File: src/rtl/alu_pkg.sv
// alu_pkg
//   Shared definitions for the byte-serial arithmetic blocks.
//   - BYTE_W  : width of one serial digit (one byte).
//   - state_t : frame-position FSM states used by serial ALU tops.
//   - sub_ovf : two's-complement overflow rule for a subtraction, evaluated on
//               the most-significant bits of minuend, subtrahend and result.
package alu_pkg;

  localparam int BYTE_W = 8;

  typedef enum logic [0:0] {
    S_FIRST = 1'b0,
    S_BODY  = 1'b1
  } state_t;

  // Signed a - b overflows only when the operands differ in sign and the
  // result's sign differs from the minuend's.
  function automatic logic sub_ovf(input logic a_msb,
                                   input logic b_msb,
                                   input logic d_msb);
    return (a_msb != b_msb) && (d_msb != a_msb);
  endfunction

endpackage

File: src/rtl/sub8b_slice.sv
// sub8b_slice
//   Combinational BYTE_W-bit carry-lookahead adder: sum = a + b + cin.
//   Used as the datapath of a serial subtractor; the caller supplies the
//   already-inverted subtrahend on b.
// Ports:
//   a    [BYTE_W-1:0] in   first addend
//   b    [BYTE_W-1:0] in   second addend (caller applies ~subtrahend)
//   cin               in   carry into bit 0
//   sum  [BYTE_W-1:0] out  sum bits
//   cout              out  carry out of the top bit
module sub8b_slice
  import alu_pkg::*;
(
  input  logic [BYTE_W-1:0] a,
  input  logic [BYTE_W-1:0] b,
  input  logic              cin,
  output logic [BYTE_W-1:0] sum,
  output logic              cout
);

  logic [BYTE_W-1:0] g;
  logic [BYTE_W-1:0] p;
  logic [BYTE_W:0]   c;
  logic              pp;

  assign g = a & b;
  assign p = a ^ b;

  // Each carry is expanded directly from generate/propagate terms and cin,
  // so no carry depends on a lower carry (flat lookahead, not a ripple).
  //   c[i+1] = g[i] | p[i]g[i-1] | p[i]p[i-1]g[i-2] | ... | p[i..0]cin
  always_comb begin
    c    = '0;
    pp   = 1'b0;
    c[0] = cin;
    for (int i = 0; i < BYTE_W; i++) begin
      c[i+1] = g[i];
      pp     = p[i];
      for (int j = i - 1; j >= 0; j--) begin
        c[i+1] = c[i+1] | (pp & g[j]);
        pp     = pp & p[j];
      end
      c[i+1] = c[i+1] | (pp & cin);
    end
  end

  assign sum  = p ^ c[BYTE_W-1:0];
  assign cout = c[BYTE_W];

endmodule

File: src/rtl/sub8b_serial.sv
// sub8b_serial
//   Byte-serial multi-byte subtractor (a - b), least-significant byte first,
//   with valid/ready handshakes on both sides and a one-entry output register.
//   Each byte is computed as a + ~b + carry, carry = 1 on the first byte of a
//   frame. Frames longer than MAX_BYTES are cut at MAX_BYTES bytes; the cut
//   byte is flagged with out_len_err and the next byte starts a new frame.
//
// Parameters:
//   MAX_BYTES   maximum bytes per frame (1..255)
//
// Ports:
//   clk          in   clock, all state on rising edge
//   rst          in   synchronous active-high reset
//   in_valid     in   input byte pair valid
//   in_ready     out  byte pair accepted this cycle (when in_valid)
//   in_a   [7:0] in   minuend byte
//   in_b   [7:0] in   subtrahend byte
//   in_last      in   final (most-significant) byte of the frame
//   out_valid    out  result byte valid
//   out_ready    in   downstream takes the result byte
//   out_diff [7:0] out difference byte
//   out_last     out  final byte of the frame
//   out_borrow   out  unsigned borrow of the frame (with out_last, else 0)
//   out_ovf      out  signed overflow of the frame (with out_last, else 0)
//   out_len_err  out  frame was cut at MAX_BYTES (with out_last)
//   out_zero     out  whole-frame difference was zero (with out_last);
//                     present only when SUB8B_ZERO_FLAG_EN is defined
//
// Build option: define SUB8B_ZERO_FLAG_EN to add the out_zero flag.
//
// FSM states:
//   state   | meaning
//   S_FIRST | next accepted byte is the LSB of a new frame (carry forced 1)
//   S_BODY  | inside a frame; next byte uses the stored carry
module sub8b_serial
  import alu_pkg::*;
#(
  parameter int MAX_BYTES = 8
) (
  input  logic              clk,
  input  logic              rst,
  input  logic              in_valid,
  output logic              in_ready,
  input  logic [BYTE_W-1:0] in_a,
  input  logic [BYTE_W-1:0] in_b,
  input  logic              in_last,
  output logic              out_valid,
  input  logic              out_ready,
  output logic [BYTE_W-1:0] out_diff,
  output logic              out_last,
  output logic              out_borrow,
  output logic              out_ovf,
  output logic              out_len_err
`ifdef SUB8B_ZERO_FLAG_EN
  ,
  output logic              out_zero
`endif
);

  localparam int              CNT_W    = 8;
  localparam logic [CNT_W-1:0] LAST_IDX = CNT_W'(MAX_BYTES - 1);

  state_t             state_q;
  state_t             state_d;
  logic               carry_q;
  logic [CNT_W-1:0]   cnt_q;

  logic               accept;
  logic               force_last;
  logic               frame_end;
  logic               cin;
  logic [BYTE_W-1:0]  b_inv;
  logic [BYTE_W-1:0]  diff;
  logic               cout;

  // The output register can take a new byte when it is empty or being
  // drained in the same cycle; nothing is taken while in reset.
  assign in_ready = !rst && (!out_valid || out_ready);
  assign accept   = in_valid && in_ready;

  // Byte index MAX_BYTES-1 closes the frame whether or not in_last is set.
  assign force_last = (cnt_q == LAST_IDX);
  assign frame_end  = in_last || force_last;

  assign b_inv = ~in_b;

  sub8b_slice u_slice (
    .a    (in_a),
    .b    (b_inv),
    .cin  (cin),
    .sum  (diff),
    .cout (cout)
  );

  always_comb begin
    state_d = state_q;
    cin     = carry_q;
    case (state_q)
      S_FIRST: begin
        cin = 1'b1;
        if (accept) state_d = frame_end ? S_FIRST : S_BODY;
      end
      S_BODY: begin
        if (accept) state_d = frame_end ? S_FIRST : S_BODY;
      end
      default: begin
        cin     = 1'b1;
        state_d = S_FIRST;
      end
    endcase
  end

  always_ff @(posedge clk) begin
    if (rst) begin
      state_q <= S_FIRST;
      carry_q <= 1'b1;
      cnt_q   <= '0;
    end else begin
      state_q <= state_d;
      if (accept) begin
        carry_q <= frame_end ? 1'b1 : cout;
        cnt_q   <= frame_end ? '0 : cnt_q + CNT_W'(1);
      end
    end
  end

  // One-entry output register: loads on accept, empties when drained with no
  // replacement, and otherwise holds every field unchanged.
  always_ff @(posedge clk) begin
    if (rst) begin
      out_valid   <= 1'b0;
      out_diff    <= '0;
      out_last    <= 1'b0;
      out_borrow  <= 1'b0;
      out_ovf     <= 1'b0;
      out_len_err <= 1'b0;
    end else if (accept) begin
      out_valid   <= 1'b1;
      out_diff    <= diff;
      out_last    <= frame_end;
      out_borrow  <= frame_end & ~cout;
      out_ovf     <= frame_end &
                     sub_ovf(in_a[BYTE_W-1], in_b[BYTE_W-1], diff[BYTE_W-1]);
      out_len_err <= force_last & ~in_last;
    end else if (out_ready) begin
      out_valid   <= 1'b0;
    end
  end

`ifdef SUB8B_ZERO_FLAG_EN
  logic zero_run_q;
  logic zero_so_far;

  // A new frame starts with "all zero so far" regardless of history.
  assign zero_so_far = ((state_q == S_FIRST) || zero_run_q) && (diff == '0);

  always_ff @(posedge clk) begin
    if (rst) begin
      zero_run_q <= 1'b1;
      out_zero   <= 1'b0;
    end else if (accept) begin
      zero_run_q <= frame_end ? 1'b1 : zero_so_far;
      out_zero   <= frame_end & zero_so_far;
    end
  end
`endif

endmodule

File: config.mk
export PLATFORM = sky130hd
export DESIGN_NAME = sub8b_serial
export DESIGN_NICKNAME = d
export VERILOG_FILES = /design/src/rtl/alu_pkg.sv /design/src/rtl/sub8b_slice.sv /design/src/rtl/sub8b_serial.sv
export SDC_FILE = /design/constraint.sdc
export NUM_CORES = 1
export LEC_CHECK = 0
export CORE_UTILIZATION = 44
export CTS_CLUSTER_DIAMETER = 30
export CTS_CLUSTER_SIZE = 20
export DETAILED_ROUTE_END_ITERATION = 6
export PLACE_DENSITY = 0.73
export REMOVE_ABC_BUFFERS = 1
export SLEW_MARGIN = 30
export SYNTH_ARGS = -nofsm -noshare
export SYNTH_HDL_FRONTEND = slang
export SYNTH_SLANG_ARGS = --single-unit
File: constraint.sdc
create_clock -name clk -period 1.7 [get_ports clk]
set_clock_uncertainty 0.05 [all_clocks]
set_input_delay 0.34 -clock clk [delete_from_list [all_inputs] [get_ports clk]]
set_output_delay 0.34 -clock clk [all_outputs]
set_load 0.03 [all_outputs]
==> flow_summary.ini <==
[setup_path]
rrSetupSlack_ns = 0.02
critPathArrivalTime_ns = 1.91
crit_fanout = 4
crit_type = reg2reg
reg2reg_from = cnt_q[7]$_SDFFE_PP0P_
reg2reg_to = out_borrow$_SDFFE_PP0P_
rr_worst_depth = 5
end_kind = flop
start_kind = flop
cp.required_ns = 1.93

[clock_tree]
clk_pin_slew_ns = 0.15
cts_max_level = 1
cts_inserted_buffers = 3
cts_hold_buf = 0
insertion_delay_ns = 0.33
clock-root-buffer = clkbuf_4
clock_path_buffers = 2
numClockSinks = 23
cts_tree = built

[global_route]
antenna_found_initial = 0
grt_max_degree = 18
grt_pass1_vias = 1502
overflow = 0
grt_usage_pct = 26.4
grt_pass1_wl_um = 6770

[synth]
synth_area_per_cell_um2 = 8.18
seq_area_frac_synth_pct = 33.3
ys_types = 41
ys.flop_type = dfxtp_1
synthTopCellsByArea = dfxtp_1, ha_1, a21oi_1, o21ai_0, nand2_1
synth_area_um2 = 1380
synth_top_cell_by_area = dfxtp_1
yosys_warnings = 0
synth_edf_count = 0
synthCells = 169
synth-seq-cells = 23
synth_top_area_share_pct = 33.3
async_reset_ff_share_pct = 0

[timing]
setup_viol = 0
rsz0062_at_grt = yes
slew_headroom_pct = 79.1
hold_viol = 0
worst_pin_slew_ns = 0.315
finalCriticalPeriod_ns = 1.68
setup_ws_ns = 0.0197
slew_viol_final = 0
max_freq_ghz = 0.595
timing.final.crit_share_pct = 98.8

[power_and_ir_drop]
p_leak_nw = 0.988
switching_share_pct = 35.0
p_per_area_nw_per_um2 = 632
vdd_drop_max_v = 0.000364
clock_power_share_pct = 19.9
p_sw_mw = 0.492
pwr-share-comb_pct = 38.5
p_int_mw = 0.916
seq_power_share_pct = 41.6

[placed_design]
io_buffers = 34
place_congestion = 0.819
place_ws_ns = -0.638
dp_hpwl_um = 2790
placed_cell_area_um2 = 1970

[detailed_routing]
drt_iter0_markers = 70
antenna_left = 0
viasPerCell = 5.75
routedWlPerCell_um = 15.8
drt-total-wl_um = 4370
drc = 3
drt_pre_antenna_iters = 6
vias = 1592

[cells_and_area]
syn_to_final_growth_pct = 61.1
register_area_um2 = 463
multi_input_comb_area_um2 = 1070
final_nets = 267
final_cell_mix = buf_4, dlygate4sd2_1, dfxtp_1
num-fill-cells = 195
drive_gt1_share_pct = 33.6
final_common_cell = buf_4
post-route-util_pct = 77.4
stdcell_area_um2 = 2230
diodes = 0

[floorplanning]
dieArea_um2 = 3370
core_area_um2 = 2880
io_pins = 35
rows = 19
die_w_um = 58.1
die_h_um = 58.1
start_util_pct = 48.1

[flow_run]
drv_cap = 0

[min_path]
hold_end = out_diff[6]$_SDFFE_PP0P_
hold_start = out_diff[6]$_SDFFE_PP0P_
hold_depth = 2
hold_class = reg2reg

[status]
status = finished with violations
violations = design-rule violations
[layout make-up]
| cell class | instances | area share [%] |
|---|---|---|
| inverter | 16 | 2.70 |
| timing repair buffer | 66 | 24.8 |
| clock buffer | 4 | 1.18 |
| multi-input combinational | 126 | 48.1 |
| sequential | 23 | 20.8 |
| tap | 42 | 2.36 |
[critical path: stages (launching register included)]
cell and delay [ns]:
dfxtp_2 0.35, or4_4 0.56, o31ai_4 0.28, buf_6 0.17, o211ai_1 0.09, a21oi_1 0.15
[metrics by stage]
step                      cells  hold slack (ns)  power [mW]  setup TNS (ns)
after detailed placement    269            0.398        1.04           -5.76
after global placement      269            0.389        1.03           -4.88
after CTS                   275            0.411        1.37               0
final                       277            0.419        1.41               0
after global routing        277            0.438        1.46          -0.183
after floorplan             165            0.359       0.828               0
[flip-flops by register name, indices dropped and copies added (netlist names), named ones only]
name	flops
cnt_q	8
out_diff	8
carry_q	1
out_borrow	1
out_last	1
out_len_err	1
out_ovf	1
out_valid	1
[power by group through the flow]
stage	registers (mW)	logic, mW	clock network [mW]
final	0.586	0.542	0.281
after global routing	0.589	0.574	0.297
after CTS	0.585	0.507	0.276
after detailed placement	0.598	0.443	0
after global placement	0.597	0.433	0
after floorplan	0.652	0.176	0
[layer usage]
| layer | routed length [um] | share of wire, % | global-route usage (%) |
|---|---|---|---|
| met2 | 2250 | 51 | 47.5 |
| met4 | 100 | 2.3 | 13.3 |
| met3 | 220 | 5.0 | 2.68 |
| met1 | 1800 | 41 | 30.9 |
| met5 | 0 | 0 | 0 |
[Yosys cell counts (3+ instances only)]
master / number
nor2_1: 13
nand3_1: 11
xnor2_1: 3
o21ai_0: 12
clkbuf_1: 3
nand2b_1: 5
a211oi_1: 3
nand2_1: 16
o31ai_1: 3
dfxtp_1: 23
a21oi_1: 13
and3_1: 6
inv_1: 15
ha_1: 9
[cells by family after synthesis]
group                    share of synthesized area [%]
AND/OR/NAND/NOR                                   24.1
AO/OA/AOI/OAI                                     25.0
flip-flops                                        33.3
buffers and inverters                             5.52
adder cells (fa/ha/maj)                           9.59
XOR/XNOR                                          2.53
[worst max path at each step]
stage,from,endpoint,slack [ns],cells after the start
2_1_floorplan,in_b[0],out_diff[7]$_SDFFE_PP0P_,0.007,6
3_3_place_gp,in_b[0],out_ovf$_SDFFE_PP0P_,-0.58,7
3_5_place_dp,in_b[2],out_ovf$_SDFFE_PP0P_,-0.64,8
4_1_cts,cnt_q[0]$_SDFFE_PP0P_,cnt_q[6]$_SDFFE_PP0P_,0.005,7
5_1_grt,cnt_q[7]$_SDFFE_PP0P_,out_ovf$_SDFFE_PP0P_,-0.05,4
6_report,cnt_q[7]$_SDFFE_PP0P_,out_borrow$_SDFFE_PP0P_,0.02,5
[what timing repair did]
action	in CTS	in global routing
buffers inserted	2	2
pin swaps	16	14
hold endpoints to repair	0	0
gates resized for setup	64	16
endpoints found under the setup margin	22	9
No activity file was read; power rests on OpenSTA's default activity.
